[config.mk]
export PLATFORM = sky130hd
export DESIGN_NAME = vga_timing_gen
export DESIGN_NICKNAME = d
export VERILOG_FILES = /design/src/rtl/vga_timing_gen.sv
export SDC_FILE = /design/constraint.sdc
export NUM_CORES = 1
export LEC_CHECK = 0
export ABC_CLOCK_PERIOD_IN_PS = 6000
export CAP_MARGIN = 20
export CORE_MARGIN = 10
export CORE_UTILIZATION = 39
export CTS_CLUSTER_DIAMETER = 60
export DETAILED_ROUTE_END_ITERATION = 10
export PLACE_DENSITY = 0.69
export RECOVER_POWER = 50
export SLEW_MARGIN = 20
export SYNTH_ARGS = -nofsm -noshare
export SYNTH_HDL_FRONTEND = slang
export SYNTH_SLANG_ARGS = --single-unit
[constraint.sdc]
create_clock -name clk -period 6 [get_ports clk]
set_input_delay 1.2 -clock clk [delete_from_list [all_inputs] [get_ports clk]]
set_output_delay 1.2 -clock clk [all_outputs]
set_load 0.01 [all_outputs]
[src/rtl/vga_timing_gen.sv]
// vga_timing_gen: 640x480 @ 60 Hz VGA raster timing generator.
// A clock divider produces the pixel-rate enable; horizontal and vertical
// counters give the pixel coordinates. Sync and blanking are registered from
// the next counter values, so they line up with DrawX/DrawY on the same edge.
//
// Ports:
//   clk            system clock, the only clock
//   reset          synchronous active-high reset
//   pixel_en       one-cycle pixel-rate enable (decoded from the divider)
//   DrawX          horizontal count, 0..H_TOTAL-1
//   DrawY          vertical count, 0..V_TOTAL-1
//   hs             horizontal sync, active-low (registered)
//   vs             vertical sync, active-low (registered)
//   active_nblank  high while (DrawX, DrawY) is in the visible region (registered)
//   line_end       strobe on the last pixel of each line
//   frame_end      strobe on the last pixel of each frame
module vga_timing_gen #(
  parameter int unsigned CLK_DIV   = 4,
  parameter int unsigned H_VISIBLE = 640,
  parameter int unsigned H_FP      = 16,
  parameter int unsigned H_SYNC    = 96,
  parameter int unsigned H_BP      = 48,
  parameter int unsigned V_VISIBLE = 480,
  parameter int unsigned V_FP      = 10,
  parameter int unsigned V_SYNC    = 2,
  parameter int unsigned V_BP      = 33
) (
  input  logic       clk,
  input  logic       reset,
  output logic       pixel_en,
  output logic [9:0] DrawX,
  output logic [9:0] DrawY,
  output logic       hs,
  output logic       vs,
  output logic       active_nblank,
  output logic       line_end,
  output logic       frame_end
);

  localparam int unsigned DIV_W   = 4;
  localparam int unsigned CNT_W   = 10;
  localparam int unsigned H_TOTAL = H_VISIBLE + H_FP + H_SYNC + H_BP;
  localparam int unsigned V_TOTAL = V_VISIBLE + V_FP + V_SYNC + V_BP;

  localparam logic [DIV_W-1:0] DIV_LAST = DIV_W'(CLK_DIV - 1);
  localparam logic [CNT_W-1:0] H_LAST   = CNT_W'(H_TOTAL - 1);
  localparam logic [CNT_W-1:0] V_LAST   = CNT_W'(V_TOTAL - 1);
  localparam logic [CNT_W-1:0] H_VIS    = CNT_W'(H_VISIBLE);
  localparam logic [CNT_W-1:0] V_VIS    = CNT_W'(V_VISIBLE);
  localparam logic [CNT_W-1:0] HS_START = CNT_W'(H_VISIBLE + H_FP);
  localparam logic [CNT_W-1:0] HS_END   = CNT_W'(H_VISIBLE + H_FP + H_SYNC);
  localparam logic [CNT_W-1:0] VS_START = CNT_W'(V_VISIBLE + V_FP);
  localparam logic [CNT_W-1:0] VS_END   = CNT_W'(V_VISIBLE + V_FP + V_SYNC);

  logic [DIV_W-1:0] div_q, div_d;
  logic [CNT_W-1:0] hc_q, hc_d;
  logic [CNT_W-1:0] vc_q, vc_d;
  logic             hs_q, hs_d;
  logic             vs_q, vs_d;
  logic             an_q, an_d;
  logic             pix_en_c;
  logic             line_end_c;

  // Enable is gated by reset so it stays low while reset is held, even with CLK_DIV = 1.
  assign pix_en_c   = ~reset & (div_q == DIV_LAST);
  assign line_end_c = pix_en_c & (hc_q == H_LAST);

  // Next-state for divider and raster counters, plus sync/blank from next counts.
  always_comb begin
    div_d = (div_q == DIV_LAST) ? '0 : div_q + DIV_W'(1);
    hc_d  = hc_q;
    vc_d  = vc_q;
    if (pix_en_c) begin
      if (hc_q == H_LAST) begin
        hc_d = '0;
        vc_d = (vc_q == V_LAST) ? '0 : vc_q + CNT_W'(1);
      end else begin
        hc_d = hc_q + CNT_W'(1);
      end
    end
    hs_d = ~((hc_d >= HS_START) && (hc_d < HS_END));
    vs_d = ~((vc_d >= VS_START) && (vc_d < VS_END));
    an_d = (hc_d < H_VIS) && (vc_d < V_VIS);
  end

  // State registers with synchronous reset.
  always_ff @(posedge clk) begin
    if (reset) begin
      div_q <= '0;
      hc_q  <= '0;
      vc_q  <= '0;
      hs_q  <= 1'b1;
      vs_q  <= 1'b1;
      an_q  <= 1'b1;
    end else begin
      div_q <= div_d;
      hc_q  <= hc_d;
      vc_q  <= vc_d;
      hs_q  <= hs_d;
      vs_q  <= vs_d;
      an_q  <= an_d;
    end
  end

  assign pixel_en      = pix_en_c;
  assign DrawX         = hc_q;
  assign DrawY         = vc_q;
  assign hs            = hs_q;
  assign vs            = vs_q;
  assign active_nblank = an_q;
  assign line_end      = line_end_c;
  assign frame_end     = line_end_c & (vc_q == V_LAST);

endmodule

# Word level (Yosys, flattened, before mapping)
# Cells that the tools add are included.
[classes] n_addsub=3 n_mul=0 div_mod_pow=0 magnitude_cmp=6 n_eq_ne=3 shift=0 mux=5 bitwise_logic=6 reduce_logical=4
[op_table] op="10-bit two-way mux" count=5
[op_table] op="10-bit by 1-bit adder with 10-bit output, second input constant" count=2
[op_table] op="10-bit == test, second input constant" count=2
[op_table] op="10-bit less-than comparator, second input constant" count=2
[op_table] op="10-bit by 9-bit less-than comparator with 1-bit output, second input constant" count=2
[op_table] op="10-bit greater-or-equal comparator, second input constant" count=1
[op_table] op="10-bit by 9-bit greater-or-equal comparator with 1-bit output, second input constant" count=1
[op_table] op="4-bit by 1-bit adder with 4-bit output, second input constant" count=1
[op_table] op="4-bit by 2-bit == test with 1-bit output, second input constant" count=1
[op_table] op="1-bit AND" count=3
[op_table] op="1-bit logical AND" count=3
[op_table] op="1-bit NOT" count=3
[op_table] op="2-bit OR reduction" count=1
[word_totals] regBits=27 latch_bits=0 ramBits=0 romBits=0 inputBits=2 output_inout_bits=26 memories=0

# Logic depth before layout (Yosys ltp)
[depth] word_depth=7 ltp_mapped=8 ltp_nobuf=8

# Least setup slack after synthesis
# Ideal clock, no wire load.
[synth_timing] path_type="input to output" startpoint="in reset" endpoint="out frame_end" t_arrival_ns=2.364 t_required_ns=4.800 path_slack_ns=2.436 stages=5 path_buffers=2 cell_sequence="nand4b_2 > nor4_4 > buf_6 > buf_2 > and2_1"
[synth_between] elab_chain_cells=4
[synth_lines] item="from (decl)" line="29" source="input logic reset,"
[synth_lines] item="1-bit NOT" line="65" source="assign pix_en_c = ~reset & (div_q == DIV_LAST);"
[synth_lines] item="1-bit AND" line="65"
[synth_lines] item="1-bit AND" line="66" source="assign line_end_c = pix_en_c & (hc_q == H_LAST);"
[synth_lines] item="net line_end" line="36" source="output logic line_end,"
[synth_lines] item="1-bit AND" line="112" source="assign frame_end = line_end_c & (vc_q == V_LAST);"
[synth_lines] item="to (decl)" line="37" source="output logic frame_end"
# The timed path passes the listed nets, and every way through them passes these cells.

# Final worst setup path
[layout_timing] startpoint="in reset" endpoint="out frame_end"
[layout_between] elab_chain_cells=4
[layout_lines] item="1-bit NOT" line="65"
[layout_lines] item="1-bit AND" line="65"
[layout_lines] item="1-bit AND" line="66"
[layout_lines] item="1-bit AND" line="112"
# No other way between the ends.

==> results.py <==
metrics = {
    "status": {
        "status": "complete, no violations",
    },
    "detailed_routing": {
        "finalWirelength_um": 3660,
        "drt_drc_violations_left": 0,
        "drt-pass1-iter-count": 4,
        "vias_per_cell": 5.46,
        "detail-route-antenna-nets": 0,
        "post_drt_wl_per_cell_um": 15.3,
        "num_vias": 1306,
        "dr.first_iter.drc_count": 154,
    },
    "setup_path": {
        "cpMaxStageDelayCell": "nand4b_2",
        "start_kind": "input pin",
        "path_buf_inv": 4,
        "worstPathRequired_ps": 4800,
        "cp_common_cell": "clkdlybuf4s50_1",
        "crit_family": "buffers and inverters",
        "critPathArrivalTime_ps": 4010,
        "endpoint_kind": "output port",
        "worstPathCellList": "clkdlybuf4s50_1 -> clkbuf_1 -> nand4b_2 -> nor4_4 -> buf_4 -> and2_1 -> clkdlybuf4s50_1",
        "critPathMaxFanout": 29,
        "slowest_delay_ps": 540,
        "critPathKind": "input pin to output port",
    },
    "logic_synthesis": {
        "async_flop_share": 0,
        "synth_nets": 171,
        "synth_area_um2": 1480,
        "synth-compound-area-share": 0.132,
        "synth.avg_cell_area_um2": 8.97,
        "yosysUniqueCellTypes": 51,
        "yosys.area_share.simple": 0.352,
        "yosys.area_share.adder": 0.0338,
        "muxShareOfSynthArea": 0.00676,
        "ys.flop_type": "dfxtp_1",
        "yosys_warnings": 0,
        "synth_xor_area_frac": 0.0651,
        "synth_edf_count": 0,
        "ys_seq_area_frac": 0.365,
        "synthCells": 165,
        "synth_top_family_by_area": "simple AND/OR/NAND/NOR gates",
        "ys_seq_elements": 27,
    },
    "cts": {
        "clk_pin_slew_ps": 80,
        "h-tree-depth": 1,
        "hold_buffers": 0,
        "tritoncts": "built",
        "clock-sinks": 27,
        "clock-root-buffer": "clkbuf_8",
        "numCtsBuffers": 3,
        "worstSkewPairLatency_ps": 270,
        "postCtsResizedCells": 0,
        "cts_setup_buffers": 0,
        "clk_path_buf_depth": 2,
    },
    "placed_design": {
        "hpwl_um": 2810,
        "place_inst": 235,
        "gp_congestion": 0.851,
        "port_buffers": 27,
    },
    "timing": {
        "fmax_ghz": 0.192,
        "skew_ps": 5.98,
        "hold_viol": 0,
        "worst_pin_slew_ps": 1230,
        "rsz0062_at_grt": "false",
        "period_needed_ps": 5210,
        "fin_crit_sh": 0.868,
        "slew_viol_final": 0,
        "setup_viol": 0,
        "slew_headroom": 0.181,
        "finalSetupTns_ps": 0,
        "holdWs_ps": 468,
    },
    "floorplanning": {
        "core_area_um2": 3660,
        "dieArea_um2": 6660,
        "die_y_um": 81.6,
        "die_w_um": 81.6,
        "start_util": 0.404,
        "num_io_pins": 28,
        "rows": 22,
    },
    "final_layout": {
        "nets": 198,
        "drive_gt1_frac": 0.0838,
        "multiInputGateArea_um2": 872,
        "diodes": 0,
        "fill_cells": 336,
        "stdcell_count": 239,
        "syn2layout_area_growth_pct": 23.1,
        "regArea_um2": 541,
        "mostFrequentLayoutCells": "dfxtp_1 (27), dlygate4sd3_1 (17), nor2_1 (15), nor3_1 (12)",
        "final_common_cell": "dfxtp_1",
    },
    "global_route": {
        "grt_max_degree": 30,
        "antenna_found_initial": 0,
        "grt_pass1_vias": 1251,
        "grt_pass1_wl_um": 6020,
        "groute.usage.overall": 0.112,
        "grt-ovfl-total": 0,
    },
    "power": {
        "power.leakage_nw": 0.662,
        "pwr-share-seq": 0.616,
        "power_density_nw_per_um2": 163,
        "pwr-share-clk": 0.341,
        "peakVddDrop_uv": 133,
        "pwr-share-comb": 0.042,
        "p_int_w": 0.000234,
        "switching_share": 0.213,
        "p_sw_w": 0.0000635,
    },
    "min_path": {
        "holdCritPathClass": "flop to flop",
    },
    "flow_run": {
        "maxCapViolCount": 0,
    },
}
## registers in the layout (all words and copies together) (netlist names)
| signal | count |
|---|---|
| hs | 1 |
| div_q | 4 |
| active_nblank | 1 |
| vs | 1 |
| DrawY | 10 |
| DrawX | 10 |
## worst paths after layout
| kind | from | endpoint | slack, ps | depth (start not counted) |
|---|---|---|---|---|
| setup reg to reg | DrawX[0]$_SDFF_PP0_ | vs$_SDFF_PP1_ | 3690 | 8 |
| hold / removal | div_q[0]$_SDFF_PP0_ | div_q[0]$_SDFF_PP0_ | 470 | 1 |
| hold reg to reg | div_q[0]$_SDFF_PP0_ | div_q[0]$_SDFF_PP0_ | 470 | 1 |
| setup / recovery | reset | frame_end | 790 | 7 |
## layout make-up
class,instances,share of cell area
multi-input combinational,125,0.479
sequential,27,0.297
timing repair buffer,29,0.155
tap,48,0.0330
clock buffer,4,0.0247
inverter,6,0.0124
## cells by family (layout without fill, tap and decap cells)
logic type      after synthesis  in the layout
simple gates                 81             81
compound gates               28             28
flops                        27             27
buf+inv                      13             39
xor+xnor                     11             11
fa+ha+maj                     4              4
mux                           1              1
## metal layers
layer | track usage | wire length, um | vias up
li1 | - | - | 661
met1 | 0.137 | 1660 | 611
met2 | 0.181 | 1710 | 32
met3 | 0.0371 | 246 | 2
met4 | 0.0391 | 38 | 0
met5 | 0 | 0 | -
## worst register-to-register path: stages, from the launching register on
cell and delay, ps:
dfxtp_1 440, ha_1 240, nand4bb_1 280, nor4_4 370
buf_4 280, and2b_1 220, a22oi_1 90, nor2_1 140
o2111ai_1 140
## cells in the mapped netlist (all sizes together) (2+ instances only)
master / n / area (um^2)
a21o: 2 / 15.0
a21oi: 9 / 45.0
a311oi: 2 / 17.5
and3b: 2 / 17.5
buf: 6 / 40.0
dfxtp: 27 / 541
ha: 4 / 50.1
inv: 6 / 22.5
nand2: 10 / 37.5
nand2b: 4 / 25.0
nand3: 6 / 30.0
nand4: 8 / 50.1
nand4b: 2 / 23.8
nor2: 15 / 56.3
nor2b: 3 / 18.8
nor3: 12 / 60.1
nor3b: 2 / 15.0
nor4: 5 / 82.6
o21ai: 4 / 20.0
o31ai: 2 / 15.0
or3: 2 / 17.5
or4: 2 / 18.8
xnor2: 5 / 43.8
xor2: 6 / 52.6
## power by group through the flow
| stage | combinational, W | sequential (W) | clock, W |
|---|---|---|---|
| 6_report | 0.0000125 | 0.000183 | 0.000102 |
| 5_1_grt | 0.0000139 | 0.000184 | 0.000112 |
| 4_1_cts | 0.0000131 | 0.000183 | 0.000106 |
| 3_5_place_dp | 0.0000130 | 0.000188 | 0 |
| 3_3_place_gp | 0.0000127 | 0.000187 | 0 |
| 2_1_floorplan | 0.00000951 | 0.000187 | 0 |
## per-stage QoR
step / worst slack [ps] / utilization / instance area [um^2] / total power [W]
after global placement: 1270 / 0.486 / 1780 / 0.000200
final: 790 / 0.498 / 1820 / 0.000298
after floorplan: 2440 / - / 1480 / 0.000197
after detailed placement: 1230 / 0.486 / 1780 / 0.000201
after CTS: 1220 / 0.499 / 1830 / 0.000302
after global routing: 591 / 0.498 / 1820 / 0.000309
(Power assumes the default switching activity.)
